`src/rtl/instruction_fetch_pkg.sv`:
```
// Shared core definitions for the fetch stage: FSM encoding, default
// reset vector and halt word, and the word-alignment helper.
package instruction_fetch_pkg;

  typedef enum logic [1:0] {
    ST_BOOT = 2'd0,
    ST_RUN  = 2'd1,
    ST_HALT = 2'd2
  } fetch_state_t;

  localparam logic [31:0] DEFAULT_RESET_PC   = 32'h0000_0000;
  localparam logic [31:0] DEFAULT_HALT_INSTR = 32'h0010_0073;  // EBREAK

  // Force a byte address onto a 4-byte boundary.
  function automatic logic [31:0] align_word(input logic [31:0] addr);
    return {addr[31:2], 2'b00};
  endfunction

endpackage

```
`src/rtl/instruction_fetch.sv`:
```
// Single-stage instruction fetch: drives the instruction memory address
// straight from the PC, registers the returned word for decode, and
// sequences BOOT -> RUN -> HALT, with redirect able to leave any state.
module instruction_fetch
  import instruction_fetch_pkg::*;
#(
  parameter logic [31:0] RESET_PC   = DEFAULT_RESET_PC,
  parameter logic [31:0] HALT_INSTR = DEFAULT_HALT_INSTR
) (
  input  logic        clk,
  input  logic        rst,
  output logic [31:0] imem_addr,
  input  logic [31:0] imem_instr,
  input  logic        stall,
  input  logic        redirect,
  input  logic [31:0] redirect_pc,
  output logic [31:0] instr_o,
  output logic [31:0] pc_o,
  output logic        valid_o,
  output logic        misaligned_o,
  output logic        halted_o
);

  fetch_state_t r_state;
  fetch_state_t w_state_nxt;

  logic [31:0] r_pc;
  logic [31:0] r_instr;
  logic [31:0] r_pc_o;
  logic        r_valid;
  logic        r_misaligned;

  logic        w_is_halt;
  logic        w_capture;
  logic        w_pc_advance;
  logic        w_drop_valid;

  assign w_is_halt = (imem_instr == HALT_INSTR);

  // State register: reset lands in BOOT.
  // NOTE: every always_ff uses non-blocking (<=) so all registers sample
  // the same pre-edge values; blocking here would create order-dependent races.
  always_ff @(posedge clk) begin
    if (rst) r_state <= ST_BOOT;
    else     r_state <= w_state_nxt;
  end

  // Next-state: redirect wins over stall and every state; stall freezes.
  // NOTE: the default assignment at the top keeps this purely combinational;
  // leaving a path without an assignment would infer a latch.
  always_comb begin
    w_state_nxt = r_state;
    if (redirect) begin
      w_state_nxt = ST_RUN;
    end else if (!stall) begin
      case (r_state)
        ST_BOOT: w_state_nxt = ST_RUN;
        ST_RUN:  w_state_nxt = w_is_halt ? ST_HALT : ST_RUN;
        ST_HALT: w_state_nxt = ST_HALT;
        default: w_state_nxt = ST_BOOT;
      endcase
    end
  end

  // Output/control decode from the current state and the hold/redirect inputs.
  always_comb begin
    w_capture    = (r_state == ST_RUN) && !redirect && !stall;
    w_pc_advance = w_capture && !w_is_halt;
    w_drop_valid = redirect || ((r_state == ST_HALT) && !stall);
    halted_o     = (r_state == ST_HALT);
  end

  // Datapath: PC, decode-facing output registers and the misalignment pulse.
  // NOTE: the output registers are reset explicitly so a stalled word is
  // discarded cleanly; there is no memory array here that would need
  // to be left un-reset.
  always_ff @(posedge clk) begin
    if (rst) begin
      r_pc         <= RESET_PC;
      r_instr      <= '0;
      r_pc_o       <= '0;
      r_valid      <= 1'b0;
      r_misaligned <= 1'b0;
    end else begin
      r_misaligned <= redirect && (redirect_pc[1:0] != 2'b00);

      if (redirect)          r_pc <= align_word(redirect_pc);
      else if (w_pc_advance) r_pc <= r_pc + 32'd4;

      if (w_capture) begin
        r_instr <= imem_instr;
        r_pc_o  <= r_pc;
      end

      if (w_capture)         r_valid <= 1'b1;
      else if (w_drop_valid) r_valid <= 1'b0;
    end
  end

  assign imem_addr    = r_pc;
  assign instr_o      = r_instr;
  assign pc_o         = r_pc_o;
  assign valid_o      = r_valid;
  assign misaligned_o = r_misaligned;

endmodule

```
`config.mk`:
```
export PLATFORM = sky130hd
export DESIGN_NAME = instruction_fetch
export DESIGN_NICKNAME = d
export VERILOG_FILES = /design/src/rtl/instruction_fetch_pkg.sv /design/src/rtl/instruction_fetch.sv
export SDC_FILE = /design/constraint.sdc
export NUM_CORES = 1
export LEC_CHECK = 0
export BUFFER_PORTS_ARGS = -buffer_cell sky130_fd_sc_hd__buf_4
export CORE_AREA = 2 2 97 99
export DETAILED_ROUTE_END_ITERATION = 8
export DIE_AREA = 0 0 99 101
export PLACE_DENSITY = 0.88
export SYNTH_ARGS = -nofsm -noshare
export SYNTH_HDL_FRONTEND = slang
export SYNTH_SLANG_ARGS = --single-unit
```
`constraint.sdc`:
```
create_clock -name clk -period 3.2 [get_ports clk]
set_clock_uncertainty 0.2 [all_clocks]
set_input_delay 0.96 -clock clk [delete_from_list [all_inputs] [get_ports clk]]
set_output_delay 0.96 -clock clk [all_outputs]
set_load 0.02 [all_outputs]
```
Word-level counts from Yosys, hierarchy flattened:

Index checks and enable logic that the tools add are counted.

* bits in read-only memories: 0
* register bits after elaboration: 100
* bits in latches: 0
* memories: 0
* memory bits (writable): 0
* word-level logic and storage cells: 35

* add/subtract/negate cells: 1
* magnitude comparators: 0
* muxes and demuxes: 8
* divide/modulo/power cells: 0
* multipliers: 0
* shift-type cells: 0
* bitwise gates (word level): 0
* equality and inequality tests: 4
* reduce and logical (&&, ||, !) cells: 14

Operators with widths (number)
* 2-to-1 mux 32 bit: 2
* adder 32 x 3 -> 32 bit (second input constant): 1
* equality test 32 x 21 -> 1 bit (second input constant): 1
* case mux 2 bit (3 select lines): 1
* nonzero test 2 bit: 3
* logical AND 1 bit: 5
* 2-to-1 mux 1 bit: 4
* logical NOT 1 bit: 3
* equality test 2 x 1 -> 1 bit (second input constant): 1
* equality test 2 bit (second input constant): 1
* logical NOT 2 bit: 1
* 2-to-1 mux 2 bit: 1
* != test 2 x 1 -> 1 bit (second input constant): 1
* OR reduction 2 bit: 1
* logical OR 1 bit: 1

Depth between registers and ports, before layout:

* word-level depth: 6
* depth in mapped cells: 6
* mapped depth without buffers: 6

Worst setup path after synthesis:

No wires, ideal clock.

* kind: input-to-reg
* start point: input imem_instr[15]
* end point: register r_pc[22] (netlist: imem_addr[22])
* buffers on the path: 0
* stages on the path: 5
* slack: 501 ps
* data arrival time: 2384 ps
* path through: nor4b_1 nand4_1 o21ai_0 mux2_2 a2111oi_0

* longest elaborated chain between the ends: 4

RTL lines
* start: declaration: RTL line instruction_fetch.sv:13 `input logic [31:0] imem_instr,`
* equality test 32 x 21 -> 1 bit: RTL line instruction_fetch.sv:38 `assign w_is_halt = (imem_instr == HALT_INSTR);`
* logical NOT 1 bit: RTL line instruction_fetch.sv:68 `w_pc_advance = w_capture && !w_is_halt;`
* logical AND 1 bit: RTL line instruction_fetch.sv:68
* nonzero test 2 bit (no source line)
* end signal: assignment: RTL line instruction_fetch.sv:87 `if (redirect) r_pc <= align_word(redirect_pc);`
* end signal: assignment: RTL line instruction_fetch.sv:88 `else if (w_pc_advance) r_pc <= r_pc + 32'd4;`
* end: declaration: RTL line instruction_fetch.sv:27 `logic [31:0] r_pc;`

Every way passes these cells.
A chain may end at the register's enable or synchronous reset.

Final worst setup path:

* start point: input imem_instr[11]
* end point: register r_pc[22] (netlist: imem_addr[22])

Same word-level chain as after synthesis.

==> impl_metrics.env <==
export IMPL_status="complete, no violations"
export IMPL_cp_arrival_ps=2940
export IMPL_ys_flop_type="dfxtp_1"
export IMPL_core_area_mm2=0.00898
export IMPL_clockBufferDepth=2
export IMPL_finalMaxSlewViolations=0
export IMPL_path_cells="buf_4 > nor4b_1 > nand4_1 > o21ai_0 > mux2_2 > a2111oi_0"
export IMPL_final_cell_mix="buf_4 (176), nand2_1 (139), dfxtp_1 (96)"
export IMPL_portBuffers=162
export IMPL_gp_congestion=0.818
export IMPL_cts_sinks=96
export IMPL_yosys_warnings=0
export IMPL_postCtsHoldBufs=0
export IMPL_leakagePower_nw=2.29
export IMPL_regArea_mm2=0.00192
export IMPL_relSlewSlack_pct=54.8
export IMPL_cts_root_buf="clkbuf_8"
export IMPL_synthArstFlopShare_pct=0
export IMPL_rows=35
export IMPL_path_clk_slew_ps=100
export IMPL_drv_cap=0
export IMPL_cts_tree="built"
export IMPL_via_count=4453
export IMPL_first_pass_iters=6
export IMPL_critPathSlowestCell="nor4b_1"
export IMPL_max_freq_mhz=342
export IMPL_initial_core_util_pct=47.9
export IMPL_dp_hpwl_um=9180
export IMPL_layout_min_cycle_time_ps=2920
export IMPL_multiInputGateArea_mm2=0.00218
export IMPL_setup_ws_ps=277
export IMPL_antenna_found_initial=0
export IMPL_numCtsBuffers=9
export IMPL_grt_pass1_wl_um=19700
export IMPL_synth_edf_count=0
export IMPL_grt_max_degree=61
export IMPL_tightest_slew_ps=661
export IMPL_cts_resized=0
export IMPL_min_path_type="register to register"
export IMPL_synth_top_family_by_area="simple AND/OR/NAND/NOR gates"
export IMPL_wl_um=12400
export IMPL_cts_setup_buffers=0
export IMPL_total_power_mw=2.59
export IMPL_vias_per_cell=5.57
export IMPL_synth_mux_area_share_pct=0.728
export IMPL_worstPathRequired_ps=3220
export IMPL_post_synth_and_or_nand_nor_area_fraction_pct=24.2
export IMPL_grt_pass1_vias=4222
export IMPL_setup_viol=0
export IMPL_die_x_um=99
export IMPL_grt_overflow=0
export IMPL_syn_mean_instance_area_um2=8.08
export IMPL_fillCellCount=727
export IMPL_critPathKind="input pin to register"
export IMPL_synth_compound_area_share_pct=21.6
export IMPL_syn_inst=532
export IMPL_wl_per_cell_um=15.5
export IMPL_hold_viol=0
export IMPL_drc_errors=0
export IMPL_ys_ff_latch=96
export IMPL_final_common_cell="buf_4"
export IMPL_ctsHtreeMaxLevel=3
export IMPL_final_area_mm2=0.00586
export IMPL_period_share_pct=91.4
export IMPL_pre_cts_ws_ps=-40.2
export IMPL_synth_xor_area_share_pct=3.26
export IMPL_area_growth_pct=36.4
export IMPL_dieArea_mm2=0.0100
export IMPL_track_usage_pct=24.2
export IMPL_synth_fa_ha_area_share_pct=0.291
export IMPL_crit_path_end_kind="register"
export IMPL_postRouteAntennaNets=0
export IMPL_ir_worst_vdd_mv=0.251
export IMPL_placed_area_mm2=0.00563
export IMPL_cellPowerDensity_mw_per_mm2=442
export IMPL_rsz0062_at_grt="false"
export IMPL_chipHeight_um=101
export IMPL_pin_count=167
export IMPL_drive_above_1_share_pct=30.1
export IMPL_ys_types=49
export IMPL_clkLatencyLatePin_ps=360
export IMPL_crit_path_start_kind="input pin"
export IMPL_crit_fanout=6
export IMPL_diodes=0
export IMPL_drt_iter0_drc=192
export IMPL_seq_area_frac_synth_pct=44.7
export IMPL_nNetsFinal=754
export IMPL_netlist_area_mm2=0.00430
export IMPL_cp_slowest_stage_delay_ps=490
-- sequential cells by signal, summed over array words and instances, names as in the netlist --
name and cells:
misaligned_o 1, instr_o 32, r_state 2, pc_o 30, valid_o 1, imem_addr 30
-- stage by stage --
stage	utilization (%)	TNS [ps]	std cells	hold WS (ps)
finish	65.3	0	799	258
global route	65.3	0	799	274
CTS	65.3	0	799	259
detailed placement	62.7	-40.2	785	247
global placement	62.7	0	785	242
floorplan	-	0	535	309
-- synth_stat cells, types with 2 or more instances --
| cell | count | share of area (%) |
|---|---|---|
| o2111ai_1 | 2 | 0.41 |
| nor2_1 | 32 | 2.8 |
| o21ai_0 | 10 | 1.2 |
| nand3_1 | 9 | 1.0 |
| o21bai_1 | 3 | 0.52 |
| clkbuf_1 | 30 | 2.6 |
| or3_1 | 4 | 0.58 |
| inv_1 | 13 | 1.1 |
| nor4b_1 | 2 | 0.41 |
| a2111oi_4 | 3 | 1.9 |
| o31ai_1 | 7 | 1.2 |
| a21o_1 | 2 | 0.35 |
| buf_2 | 3 | 0.35 |
| xor2_1 | 3 | 0.61 |
| dfxtp_1 | 96 | 45 |
| or4_1 | 6 | 1.0 |
| a311oi_1 | 7 | 1.4 |
| nor4bb_1 | 3 | 0.70 |
| xnor2_1 | 13 | 2.6 |
| and4_1 | 4 | 0.82 |
| a21oi_1 | 69 | 8.0 |
| buf_4 | 4 | 0.70 |
| a31oi_1 | 2 | 0.29 |
| and3_1 | 2 | 0.29 |
| and2_1 | 3 | 0.44 |
| mux2i_1 | 2 | 0.47 |
| a2111oi_2 | 4 | 1.4 |
| a2111oi_0 | 3 | 0.61 |
| a211oi_1 | 19 | 3.3 |
| nor4_1 | 7 | 1.0 |
| nand4_1 | 8 | 1.2 |
| nand2_1 | 140 | 12 |
-- cell families (layout without fill, tap and decap cells) --
kind of cell,Yosys count,after routing
mux,3,3
flops,96,96
buf+inv,52,205
fa+ha+maj,1,1
other cells,1,4
compound gates,135,135
xor+xnor,16,16
simple gates,228,228
-- cell type report --
class / count / area share (%)
multi-input combinational: 387 / 37.1
inverter: 14 / 0.896
clock inverter: 5 / 1.84
tap: 111 / 2.37
sequential: 96 / 32.8
clock buffer: 9 / 2.11
timing repair buffer: 177 / 22.9
-- final timing paths --
| kind | start | end | slack [ps] | cells past startpoint |
|---|---|---|---|---|
| setup / recovery | imem_instr[11] | imem_addr[22] | 280 | 6 |
| hold / removal | instr_o[13] | instr_o[13] | 260 | 2 |
| setup reg to reg | imem_addr[2] | imem_addr[18] | 570 | 6 |
| hold reg to reg | instr_o[13] | instr_o[13] | 260 | 2 |
-- report_power, final --
group | internal [mW] | switching (mW)
clock | 0.513 | 0.415
combinational | 0.165 | 0.199
sequential | 1.24 | 0.0573
-- worst max-delay path: cells and delay by family --
kind	cells	cell delay (ps)
muxes	1	370
and+or+nand+nor	2	830
buffers and inverters	1	110
AOI/OAI and AO/OA	2	670
-- routing by layer --
metal	global-route usage, %	part of all wire (%)	vias up
li1	-	-	2156
met1	28.9	40	2089
met2	41.6	50	193
met3	7.21	8.5	15
met4	8.54	1.3	0
met5	0	0	-
Note: power is estimated with default switching activity, not from simulation.
